==> src/rtl/rdsched_pkg.sv <==
// Shared types and constants for the result/display scheduler.
package rdsched_pkg;

  localparam int unsigned DEF_ADDR_W = 4;
  localparam int unsigned DEF_DATA_W = 8;

  typedef enum logic [1:0] {
    IDLE  = 2'd0,
    WRITE = 2'd1,
    READ  = 2'd2,
    WAIT  = 2'd3
  } state_e;

  localparam logic DIR_NEXT = 1'b0;
  localparam logic DIR_PREV = 1'b1;

endpackage

==> src/rtl/result_display_scheduler_if.sv <==
// Single-port result RAM bus between the scheduler (master) and the RAM (slave).
interface result_display_scheduler_if
  import rdsched_pkg::*;
#(
  parameter int unsigned ADDR_W = DEF_ADDR_W,
  parameter int unsigned DATA_W = DEF_DATA_W
);
  logic              ram_en;
  logic              ram_we;
  logic [ADDR_W-1:0] ram_addr;
  logic [DATA_W-1:0] ram_din;
  logic [DATA_W-1:0] ram_dout;

  modport master (output ram_en, ram_we, ram_addr, ram_din, input ram_dout);
  modport slave  (input ram_en, ram_we, ram_addr, ram_din, output ram_dout);
endinterface

==> src/rtl/result_display_scheduler_dwell_timer.sv <==
// Auto-scan dwell counter: registered tick once every DWELL_CYCLES enabled cycles.
module dwell_timer #(
  parameter int unsigned DWELL_CYCLES = 100000000
) (
  input  logic clk,
  input  logic rst,
  input  logic en,
  input  logic clr,
  output logic tick
);
  localparam int unsigned CNT_W = (DWELL_CYCLES > 1) ? $clog2(DWELL_CYCLES) : 1;
  localparam logic [CNT_W-1:0] LAST = CNT_W'(DWELL_CYCLES - 1);

  logic [CNT_W-1:0] cnt;

  always_ff @(posedge clk or posedge rst) begin
    if (rst) begin
      cnt  <= '0;
      tick <= 1'b0;
    end else if (!en || clr) begin
      cnt  <= '0;
      tick <= 1'b0;
    end else if (cnt == LAST) begin
      cnt  <= '0;
      tick <= 1'b1;
    end else begin
      cnt  <= cnt + CNT_W'(1);
      tick <= 1'b0;
    end
  end
endmodule

==> src/rtl/result_display_scheduler.sv <==
// Arbitrates result-RAM writes from the RSA core against browse/auto-scan reads
// and drives the display register from whichever access completes.
module result_display_scheduler
  import rdsched_pkg::*;
#(
  parameter int unsigned ADDR_W       = DEF_ADDR_W,
  parameter int unsigned DATA_W       = DEF_DATA_W,
  parameter int unsigned DWELL_CYCLES = 100000000
) (
  input  logic                      clk,
  input  logic                      rst,
  input  logic                      cal_done,
  input  logic [DATA_W-1:0]         cal_result,
  input  logic                      browse_next,
  input  logic                      browse_prev,
  input  logic                      auto_en,
  result_display_scheduler_if.master ram,
  output logic [DATA_W-1:0]         display,
  output logic [ADDR_W-1:0]         disp_addr,
  output logic [ADDR_W:0]           count,
  output logic                      busy
);
  localparam int unsigned DEPTH = 2**ADDR_W;
  localparam logic [ADDR_W:0] FULL = (ADDR_W+1)'(DEPTH);

  state_e            state_q, state_d;
  logic [ADDR_W-1:0] wr_ptr, wr_ptr_d, rd_ptr, rd_ptr_d, disp_addr_d, ram_addr_d;
  logic [ADDR_W:0]   count_d;
  logic [DATA_W-1:0] display_d, pend_data, pend_data_d, ram_din_d;
  logic              pend_wr, pend_wr_d, pend_rd, pend_rd_d, pend_dir, pend_dir_d;
  logic              ram_en_d, ram_we_d, busy_d;
  logic              rd_req, rd_dir, wr_start, scan_en, scan_clr, scan_tick;

  // Step within the stored window; with a full ring this reduces to modulo DEPTH.
  function automatic logic [ADDR_W-1:0] step_addr(input logic [ADDR_W-1:0] ptr,
                                                  input logic [ADDR_W:0]   cnt,
                                                  input logic              dir);
    logic [ADDR_W-1:0] last;
    last = ADDR_W'(cnt - (ADDR_W+1)'(1));
    if (dir == DIR_NEXT) step_addr = (ptr == last) ? '0 : ptr + ADDR_W'(1);
    else                 step_addr = (ptr == '0) ? last : ptr - ADDR_W'(1);
  endfunction

  assign rd_req   = browse_next | browse_prev | scan_tick;
  assign rd_dir   = (browse_next || !browse_prev) ? DIR_NEXT : DIR_PREV;
  assign wr_start = (state_q == IDLE) && (cal_done || pend_wr);
  assign scan_en  = auto_en && (count != '0);
  assign scan_clr = wr_start | browse_next | browse_prev;

  dwell_timer #(.DWELL_CYCLES(DWELL_CYCLES)) u_dwell (
    .clk  (clk),
    .rst  (rst),
    .en   (scan_en),
    .clr  (scan_clr),
    .tick (scan_tick)
  );

  always_ff @(posedge clk or posedge rst) begin
    if (rst) begin
      state_q      <= IDLE;
      wr_ptr       <= '0;
      rd_ptr       <= '0;
      count        <= '0;
      display      <= '0;
      disp_addr    <= '0;
      pend_wr      <= 1'b0;
      pend_rd      <= 1'b0;
      pend_dir     <= DIR_NEXT;
      pend_data    <= '0;
      ram.ram_en   <= 1'b0;
      ram.ram_we   <= 1'b0;
      ram.ram_addr <= '0;
      ram.ram_din  <= '0;
      busy         <= 1'b0;
    end else begin
      state_q      <= state_d;
      wr_ptr       <= wr_ptr_d;
      rd_ptr       <= rd_ptr_d;
      count        <= count_d;
      display      <= display_d;
      disp_addr    <= disp_addr_d;
      pend_wr      <= pend_wr_d;
      pend_rd      <= pend_rd_d;
      pend_dir     <= pend_dir_d;
      pend_data    <= pend_data_d;
      ram.ram_en   <= ram_en_d;
      ram.ram_we   <= ram_we_d;
      ram.ram_addr <= ram_addr_d;
      ram.ram_din  <= ram_din_d;
      busy         <= busy_d;
    end
  end

  // RAM strobes are computed for the state being entered so they leave a flop.
  always_comb begin
    state_d     = state_q;
    wr_ptr_d    = wr_ptr;
    rd_ptr_d    = rd_ptr;
    count_d     = count;
    display_d   = display;
    disp_addr_d = disp_addr;
    pend_wr_d   = pend_wr;
    pend_rd_d   = pend_rd;
    pend_dir_d  = pend_dir;
    pend_data_d = pend_data;
    ram_en_d    = 1'b0;
    ram_we_d    = 1'b0;
    ram_addr_d  = ram.ram_addr;
    ram_din_d   = ram.ram_din;

    unique case (state_q)
      IDLE: begin
        if (wr_start) begin
          state_d    = WRITE;
          ram_en_d   = 1'b1;
          ram_we_d   = 1'b1;
          ram_addr_d = wr_ptr;
          ram_din_d  = pend_wr ? pend_data : cal_result;
          pend_wr_d  = pend_wr && cal_done;
          if (pend_wr && cal_done) pend_data_d = cal_result;
          if (rd_req && !pend_rd) begin
            pend_rd_d  = 1'b1;
            pend_dir_d = rd_dir;
          end
        end else if (pend_rd || rd_req) begin
          pend_rd_d = 1'b0;
          if (count != '0) begin
            state_d    = READ;
            ram_en_d   = 1'b1;
            ram_addr_d = step_addr(rd_ptr, count, pend_rd ? pend_dir : rd_dir);
          end
        end
      end
      WRITE: begin
        state_d     = IDLE;
        display_d   = ram.ram_din;
        disp_addr_d = ram.ram_addr;
        rd_ptr_d    = ram.ram_addr;
        wr_ptr_d    = wr_ptr + ADDR_W'(1);
        if (count != FULL) count_d = count + (ADDR_W+1)'(1);
      end
      READ: state_d = WAIT;
      WAIT: begin
        state_d     = IDLE;
        display_d   = ram.ram_dout;
        disp_addr_d = ram.ram_addr;
        rd_ptr_d    = ram.ram_addr;
      end
    endcase

    if (state_q != IDLE) begin
      if (cal_done) begin
        pend_wr_d   = 1'b1;
        pend_data_d = cal_result;
      end
      if (rd_req && !pend_rd) begin
        pend_rd_d  = 1'b1;
        pend_dir_d = rd_dir;
      end
    end

    busy_d = (state_d != IDLE);
  end
endmodule

==> src/flat_wrapper.sv <==
// flat-port wrapper written by rule: the top's interface ports become plain ports
module result_display_scheduler_flat import rdsched_pkg::*;
#(
  parameter int unsigned ADDR_W       = DEF_ADDR_W,
  parameter int unsigned DATA_W       = DEF_DATA_W,
  parameter int unsigned DWELL_CYCLES = 100000000
)
  (clk, rst, cal_done, cal_result, browse_next, browse_prev, auto_en, display, disp_addr, count, busy, ram_ram_en, ram_ram_we, ram_ram_addr, ram_ram_din, ram_ram_dout);
  result_display_scheduler_if #(.ADDR_W(ADDR_W), .DATA_W(DATA_W)) ram_i ();
  input  logic clk;
  input  logic rst;
  input  logic cal_done;
  input  logic [DATA_W-1:0] cal_result;
  input  logic browse_next;
  input  logic browse_prev;
  input  logic auto_en;
  output logic [DATA_W-1:0] display;
  output logic [ADDR_W-1:0] disp_addr;
  output logic [ADDR_W:0] count;
  output logic busy;
  output wire logic [$bits(ram_i.ram_en)-1:0] ram_ram_en;
  output wire logic [$bits(ram_i.ram_we)-1:0] ram_ram_we;
  output wire logic [$bits(ram_i.ram_addr)-1:0] ram_ram_addr;
  output wire logic [$bits(ram_i.ram_din)-1:0] ram_ram_din;
  input wire logic [$bits(ram_i.ram_dout)-1:0] ram_ram_dout;
  assign ram_ram_en = ram_i.ram_en;
  assign ram_ram_we = ram_i.ram_we;
  assign ram_ram_addr = ram_i.ram_addr;
  assign ram_ram_din = ram_i.ram_din;
  assign ram_i.ram_dout = ram_ram_dout;
  result_display_scheduler #(.ADDR_W(ADDR_W), .DATA_W(DATA_W), .DWELL_CYCLES(DWELL_CYCLES)) u_core (.clk(clk), .rst(rst), .cal_done(cal_done), .cal_result(cal_result), .browse_next(browse_next), .browse_prev(browse_prev), .auto_en(auto_en), .ram(ram_i), .display(display), .disp_addr(disp_addr), .count(count), .busy(busy));
endmodule
==> config.mk <==
export PLATFORM = sky130hd
export DESIGN_NAME = result_display_scheduler_flat
export DESIGN_NICKNAME = d
export VERILOG_FILES = /design/src/rtl/rdsched_pkg.sv /design/src/rtl/result_display_scheduler_if.sv /design/src/rtl/result_display_scheduler_dwell_timer.sv /design/src/rtl/result_display_scheduler.sv /design/src/flat_wrapper.sv
export SDC_FILE = /design/constraint.sdc
export NUM_CORES = 1
export LEC_CHECK = 0
export ABC_AREA = 1
export BUFFER_PORTS_ARGS = -buffer_cell sky130_fd_sc_hd__buf_2
export CORE_ASPECT_RATIO = 1.1
export CORE_MARGIN = 3
export CORE_UTILIZATION = 45
export CTS_BUF_LIST = sky130_fd_sc_hd__clkbuf_4
export CTS_CLUSTER_DIAMETER = 40
export DETAILED_ROUTE_END_ITERATION = 12
export MAX_ROUTING_LAYER = met4
export PLACE_DENSITY = 0.67
export REMOVE_ABC_BUFFERS = 1
export SETUP_SLACK_MARGIN = 0.2
export SYNTH_ARGS = -nofsm -noshare
export SYNTH_HDL_FRONTEND = slang
export SYNTH_SLANG_ARGS = --single-unit
==> constraint.sdc <==
create_clock -name clk -period 3.2 [get_ports clk]
set_clock_uncertainty 0.15 [all_clocks]
set_input_delay 0.16 -clock clk [delete_from_list [all_inputs] [get_ports clk]]
set_output_delay 0.16 -clock clk [all_outputs]
set_load 0.01 [all_outputs]
# After elaboration in Yosys (flattened, before gate mapping)
# Index checks and enable logic that the tools add are counted.
dict set report totals {
  out_inout_bits 32
  in_bits 22
  reg_bits 77
  wordCells 99
}
dict set report classes {
  eq_ne 6
  bitwise_logic 4
  addsub 6
  mux 44
  reduce_logical 23
}
# op n
set op_table {}
lappend op_table {{2-to-1 mux 27 bit} 2}
lappend op_table {{2-to-1 mux 8 bit} 6}
lappend op_table {{adder 27 x 1 -> 27 bit (second input constant)} 1}
lappend op_table {{== test 27 bit (second input constant)} 1}
lappend op_table {{2-to-1 mux 1 bit} 25}
lappend op_table {{2-to-1 mux 4 bit} 6}
lappend op_table {{one-hot mux 8 bit (2 select lines)} 1}
lappend op_table {{nonzero test 2 bit} 5}
lappend op_table {{adder 4 x 1 -> 4 bit (second input constant)} 2}
lappend op_table {{subtractor 4 x 1 -> 4 bit (second input constant)} 2}
lappend op_table {{2-to-1 mux 2 bit} 3}
lappend op_table {{one-hot mux 2 bit (3 select lines)} 1}
lappend op_table {{adder 5 x 1 -> 5 bit (second input constant)} 1}
lappend op_table {{inequality test 5 bit (second input constant)} 1}
lappend op_table {{nonzero test 5 bit} 1}
lappend op_table {{== test 2 bit (second input constant)} 2}
lappend op_table {{== test 4 bit} 1}
lappend op_table {{logical AND 1 bit} 4}
lappend op_table {{zero test 4 bit} 1}
lappend op_table {{logical OR 1 bit} 4}
lappend op_table {{OR 1 bit} 4}
lappend op_table {{AND reduction 2 bit} 2}
lappend op_table {{zero test 1 bit} 3}
lappend op_table {{AND reduction 3 bit} 1}
lappend op_table {{3 further kinds} 3}

# Depth between registers and ports, before layout
dict set report depth {
  depth_word 8
  depth_mapped 13
  depth_no_buf 13
}

# Modules after synthesis
# From an unflattened synthesis, not the netlist that was laid out.
dict set report unflattened {
  cells_unflattened 523
  hier_area_um2 4182.8
}
# mod area_per_inst_um2 n_inst cells_each seq_area_each_um2
set by_module_without_submodules {}
lappend by_module_without_submodules {result_display_scheduler 2557.5 1 306 1226.2}
lappend by_module_without_submodules {dwell_timer 1625.3 1 217 700.7}

# Least setup slack after synthesis
# Ideal clock, no wire load.
dict set report synth_timing {
  path_kind {reg2reg}
  startpoint {register u_core.count[0]}
  endpoint {register u_core.ram.ram_addr[0]}
  path_slack_ps 1502
  t_required_ps 2933
  synth_period_minus_slack_ps 1698
  n_path_buf 0
  path_stages_with_launch 12
  setup_time_ps 117
  arrival_time_ps 1431
  cell_sequence {dfrtp_1 > inv_1 > ha_1 > inv_1 > nand2_1 > nand4_1 > nor2_1 > nand2_1 > nand2_1 > nand2_1 > nand3_1 > nand2_1}
}
dict set report synth_between {
  elab_chain_len 7
  word_cells_on_any_way 11
  classes_between {1 x add/sub; 1 x eq/ne; 6 x mux; 3 x reduce/logical}
}
# element line
set synth_rtl {}
lappend synth_rtl {{start: declaration} result_display_scheduler.sv:20} ;# output logic [ADDR_W:0] count,
lappend synth_rtl {{start signal: assignment} result_display_scheduler.sv:79} ;# count <= count_d;
lappend synth_rtl {{subtractor 4 x 1 -> 4 bit} result_display_scheduler.sv:39} ;# last = ADDR_W'(cnt - (ADDR_W+1)'(1));
lappend synth_rtl {{== test 4 bit} result_display_scheduler.sv:40} ;# if (dir == DIR_NEXT) step_addr = (ptr == last) ? '0 : ptr + ADDR_W'(1);
lappend synth_rtl {{2-to-1 mux 4 bit (2 in a row)} result_display_scheduler.sv:40}
lappend synth_rtl {{2-to-1 mux 4 bit} result_display_scheduler.sv:127} ;# if (count != '0) begin
lappend synth_rtl {{2-to-1 mux 4 bit} result_display_scheduler.sv:125} ;# end else if (pend_rd || rd_req) begin
lappend synth_rtl {{2-to-1 mux 4 bit} result_display_scheduler.sv:113} ;# if (wr_start) begin
lappend synth_rtl {{end signal: assignment} result_display_scheduler.sv:88} ;# ram.ram_addr <= ram_addr_d;
lappend synth_rtl {{end: declaration} result_display_scheduler_if.sv:14} ;# modport master (output ram_en, ram_we, ram_addr, ram_din, input ram_dout);
# Parallel ways exist; a longest one is shown, timed or not. The select of a mux whose other input is x is not followed.
# A chain may end at the register's enable or synchronous reset.

# Worst setup path in the final report
dict set report layout_timing {
  startpoint {register u_core.state_q[0]}
  endpoint {register u_core.pend_data[0]}
}
dict set report layout_between {
  elab_chain_len 6
  word_cells_on_any_way 7
  classes_between {4 x mux; 3 x reduce/logical}
}
# element line
set layout_rtl {}
lappend layout_rtl {{start: declaration} result_display_scheduler.sv:26} ;# state_e state_q, state_d;
lappend layout_rtl {{start signal: assignment} result_display_scheduler.sv:76} ;# state_q <= state_d;
lappend layout_rtl {{zero test 2 bit} {result_display_scheduler.sv:46, result_display_scheduler.sv:111}}
lappend layout_rtl {{logical AND 1 bit} result_display_scheduler.sv:46} ;# assign wr_start = (state_q == IDLE) && (cal_done || pend_wr);
lappend layout_rtl {{2-to-1 mux 8 bit} result_display_scheduler.sv:113}
lappend layout_rtl {{2-to-1 mux 8 bit} result_display_scheduler.sv:111} ;# unique case (state_q)
lappend layout_rtl {{2-to-1 mux 8 bit} result_display_scheduler.sv:152} ;# if (cal_done) begin
lappend layout_rtl {{2-to-1 mux 8 bit *} result_display_scheduler.sv:151} ;# if (state_q != IDLE) begin
lappend layout_rtl {{via u_core.pend_data_d[0]} result_display_scheduler.sv:29} ;# logic [DATA_W-1:0] display_d, pend_data, pend_data_d, ram_din_d;
lappend layout_rtl {{end signal: assignment} result_display_scheduler.sv:85} ;# pend_data <= pend_data_d;
lappend layout_rtl {{end: declaration} result_display_scheduler.sv:29}
# The timed path passes the listed nets; every way through them passes the cells marked *.

==> results.cfg <==
[outcome]
status = complete, no violations

[detailed_routing]
drt_iter0_drc = 274
wl_per_cell_um = 13.2
firstDrtPassIters = 4
drt.antenna.violating_nets = 0
drc_errors = 0
wl_mm = 9.78
vias_per_cell = 4.96
via_count = 3667

[synth]
ys_seq_area_share_pct = 45.8
synth_seq_cells = 77
yosys-top-cells-area = dfrtp_1 (46%), nand2_1 (14%), nor2_1 (5.7%)
syn_inst = 533
yosys_warnings = 0
syn_area_um2 = 4210
yosysTopAreaCell = dfrtp_1
synth_top_family_by_area = simple AND/OR/NAND/NOR gates
synth_adder_area_share_pct = 2.08
synth-xor-area-share_pct = 4.78
synth-compound-area-share_pct = 5.41
synth_top_area_share_pct = 45.8
synth_mux_area_share_pct = 0
synth_cell_types = 36
syn_area_per_cell_um2 = 7.90
synth-simple-area-share_pct = 35.8

[critical_path]
cp_slowest_stage_delay_ns = 0.56
r2r-end = u_core.pend_data[0]
cpMostUsedCell = nand2_1
path_buf_inv = 3
path_cells = nor2_1, inv_1, o21ai_4, inv_2, nand2_1, nand2_1, dlygate4sd3_1
cp.depth = 7
critical-path-top-delay-family = buffers and inverters
worstSetupStartpointType = flip-flop
r2r_cells = 7
worst_ep_arrival_time_ns = 2.56
required_ns = 3.37
slowest_stage = dlygate4sd3_1
cp_max_fo = 14
cp-end-kind = flip-flop
r2r-start = u_core.state_q[0]
crit_type = flip-flop to flip-flop
r2r_setup_slack_ns = 0.81

[cts]
htree_levels = 3
insertion_delay_ns = 0.44
clock_path_buffers = 2
path_clk_slew_ns = 0.14
cts_buffers = 9
cts_setup_buffers = 0
postCtsHoldBufs = 28
cts.sinks = 77
clock-root-buffer = clkbuf_4
cts_tree = yes
ctsResizeCount = 0

[min_path]
hp-class = input port to flip-flop
hold_path_depth = 3
whs_endpoint = u_core.u_dwell.cnt[2]
worstHoldStart = auto_en

[global_routing]
grt_max_degree = 40
grt_pass1_wl_mm = 17.1
overflow = 0
grt_pass1_vias = 3691
antenna_found_initial = 0
grt.total_usage_pct = 20.3

[sta]
clock.fmax_ghz = 0.419
hold_viol = 0
rsz0062_at_grt = false
slew_headroom_pct = 53.6
worstMarginPinSlew_ns = 0.696
setup_viol = 0
slew_violations = 0
period_minus_slack_ns = 2.39
finalCritPeriodShare_pct = 74.6
finalSetupTns_ns = 0

[floorplanning]
core-area_um2 = 9010
row_count = 36
fp.dieW_um = 98.2
start_util_pct = 46.7
pin_count = 54
die_h_um = 107
die_area_um2 = 10600

[finish]
nNetsFinal = 650
diodes = 0
drive_gt1_share_pct = 20.1
area_growth_pct = 20.1
fill_cells = 853

[placement]
portBuffers = 53
place_congestion = 0.941
dp_hpwl_mm = 7.14

[power_and_ir_drop]
combPwrFrac_pct = 42.7
p_clk_share_pct = 17.6
power.total_uw = 3950
internal_power_uw = 2260
p_sw_uw = 1690
power.leakage_uw = 0.00243
swShare_pct = 42.7
vdd_drop_max_mv = 0.402
p_seq_share_pct = 39.6
cellPowerDensity_nw_per_um2 = 780

[job]
cap_violations = 0
## power by group through the flow
stage / clock network [µW] / logic [µW] / registers (µW)
floorplan: 0 / 1030 / 1620
global placement: 0 / 1590 / 1570
detailed placement: 0 / 1630 / 1580
CTS: 714 / 1700 / 1560
global route: 753 / 1940 / 1610
finish: 696 / 1690 / 1560
## layer usage
layer,vias up,global-route usage (%),wire length (µm)
met1,1718,25.8,4450
met3,7,2.66,326
met5,-,-,0
li1,1870,-,-
met4,0,6.93,73
met2,72,33.9,4930
## layout make-up
cell class | count | area [µm²] | area share (%)
repair buffers | 84 | 568 | 11.2
multi-input cells | 389 | 2020 | 40.0
clock inverters | 6 | 95.1 | 1.88
inverters | 60 | 226 | 4.48
flip-flops and latches | 77 | 1930 | 38.1
well taps | 114 | 143 | 2.82
clock buffers | 10 | 75.1 | 1.48
## metrics by stage
stage               instances  instance area, µm²  util [%]  setup WS [ns]  hold slack (ns)
floorplan                 526                4180         -          0.923            0.120
global placement          696                4610      51.1           1.20            0.130
detailed placement        696                4610      51.1           1.08            0.143
CTS                       740                5060      56.1          0.809            0.160
global route              740                5060      56.1          0.622            0.228
finish                    740                5060      56.1          0.811            0.169
## tightest hold or removal path: cells and delay by family
family,cells,cell delay [ns]
AND/OR/NAND/NOR,2,0.45
buffers and inverters,1,0.11
## sequential cells by signal (all words and copies together), names as in the netlist
| register | count |
|---|---|
| u_core.wr_ptr | 4 |
| u_core.display | 8 |
| u_core.ram.ram_addr | 4 |
| u_core.count | 5 |
| u_core.pend_wr | 1 |
| u_core.pend_rd | 1 |
| u_core.ram.ram_din | 8 |
| u_core.busy | 1 |
| u_core.pend_data | 8 |
| u_core.state_q | 2 |
| u_core.disp_addr | 4 |
| u_core.u_dwell.tick | 1 |
| u_core.ram.ram_en | 1 |
| u_core.ram.ram_we | 1 |
| u_core.u_dwell.cnt | 27 |
| u_core.pend_dir | 1 |
## cells in the final DEF (no fill, tap or decap), types with 3 or more instances in the layout
| cell type | instances |
|---|---|
| nand3_2 | 3 |
| dfrtp_1 | 77 |
| nand3_1 | 46 |
| nor2_1 | 64 |
| inv_2 | 12 |
| xor2_1 | 17 |
| xnor2_1 | 6 |
| clkbuf_4 | 10 |
| nand4_1 | 10 |
| o21ai_0 | 11 |
| nor3_1 | 5 |
| nor2_4 | 4 |
| a31oi_1 | 8 |
| dlygate4sd3_1 | 28 |
| buf_2 | 53 |
| nor2_2 | 9 |
| or2_2 | 3 |
| buf_4 | 3 |
| nor3_2 | 9 |
| nand2_1 | 158 |
| nand2_2 | 6 |
| ha_1 | 7 |
| a21oi_1 | 5 |
| inv_1 | 47 |
## worst max-delay path by stage
stage	startpoint	end
3_5_place_dp	u_core.count[0]	u_core.u_dwell.cnt[18]
3_3_place_gp	u_core.pend_wr	u_core.u_dwell.cnt[25]
5_1_grt	u_core.state_q[0]	u_core.pend_data[6]
4_1_cts	u_core.state_q[0]	u_core.pend_data[4]
2_1_floorplan	rst	u_core.busy
6_report	u_core.state_q[0]	u_core.pend_data[0]
## Yosys cell counts (all sizes together)
library cell,number
a21o,2
xnor2,6
xor2,17
o21ai,15
nor3,15
o211ai,2
nor3b,2
dfrtp,77
nand3,49
nand2,165
clkbuf,1
inv,60
ha,7
a31oi,8
nand4,11
nor2,77
or2,4
a21oi,6
nand3b,1
buf,6
o22ai,2
## cell families after synthesis
family | after synthesis
buffers and inverters | 67
DFF | 77
and+or+nand+nor | 324
xor gates and xnor gates | 23
adders and majority gates | 7
AOI/OAI and AO/OA | 35
(Power assumes the default switching activity.)
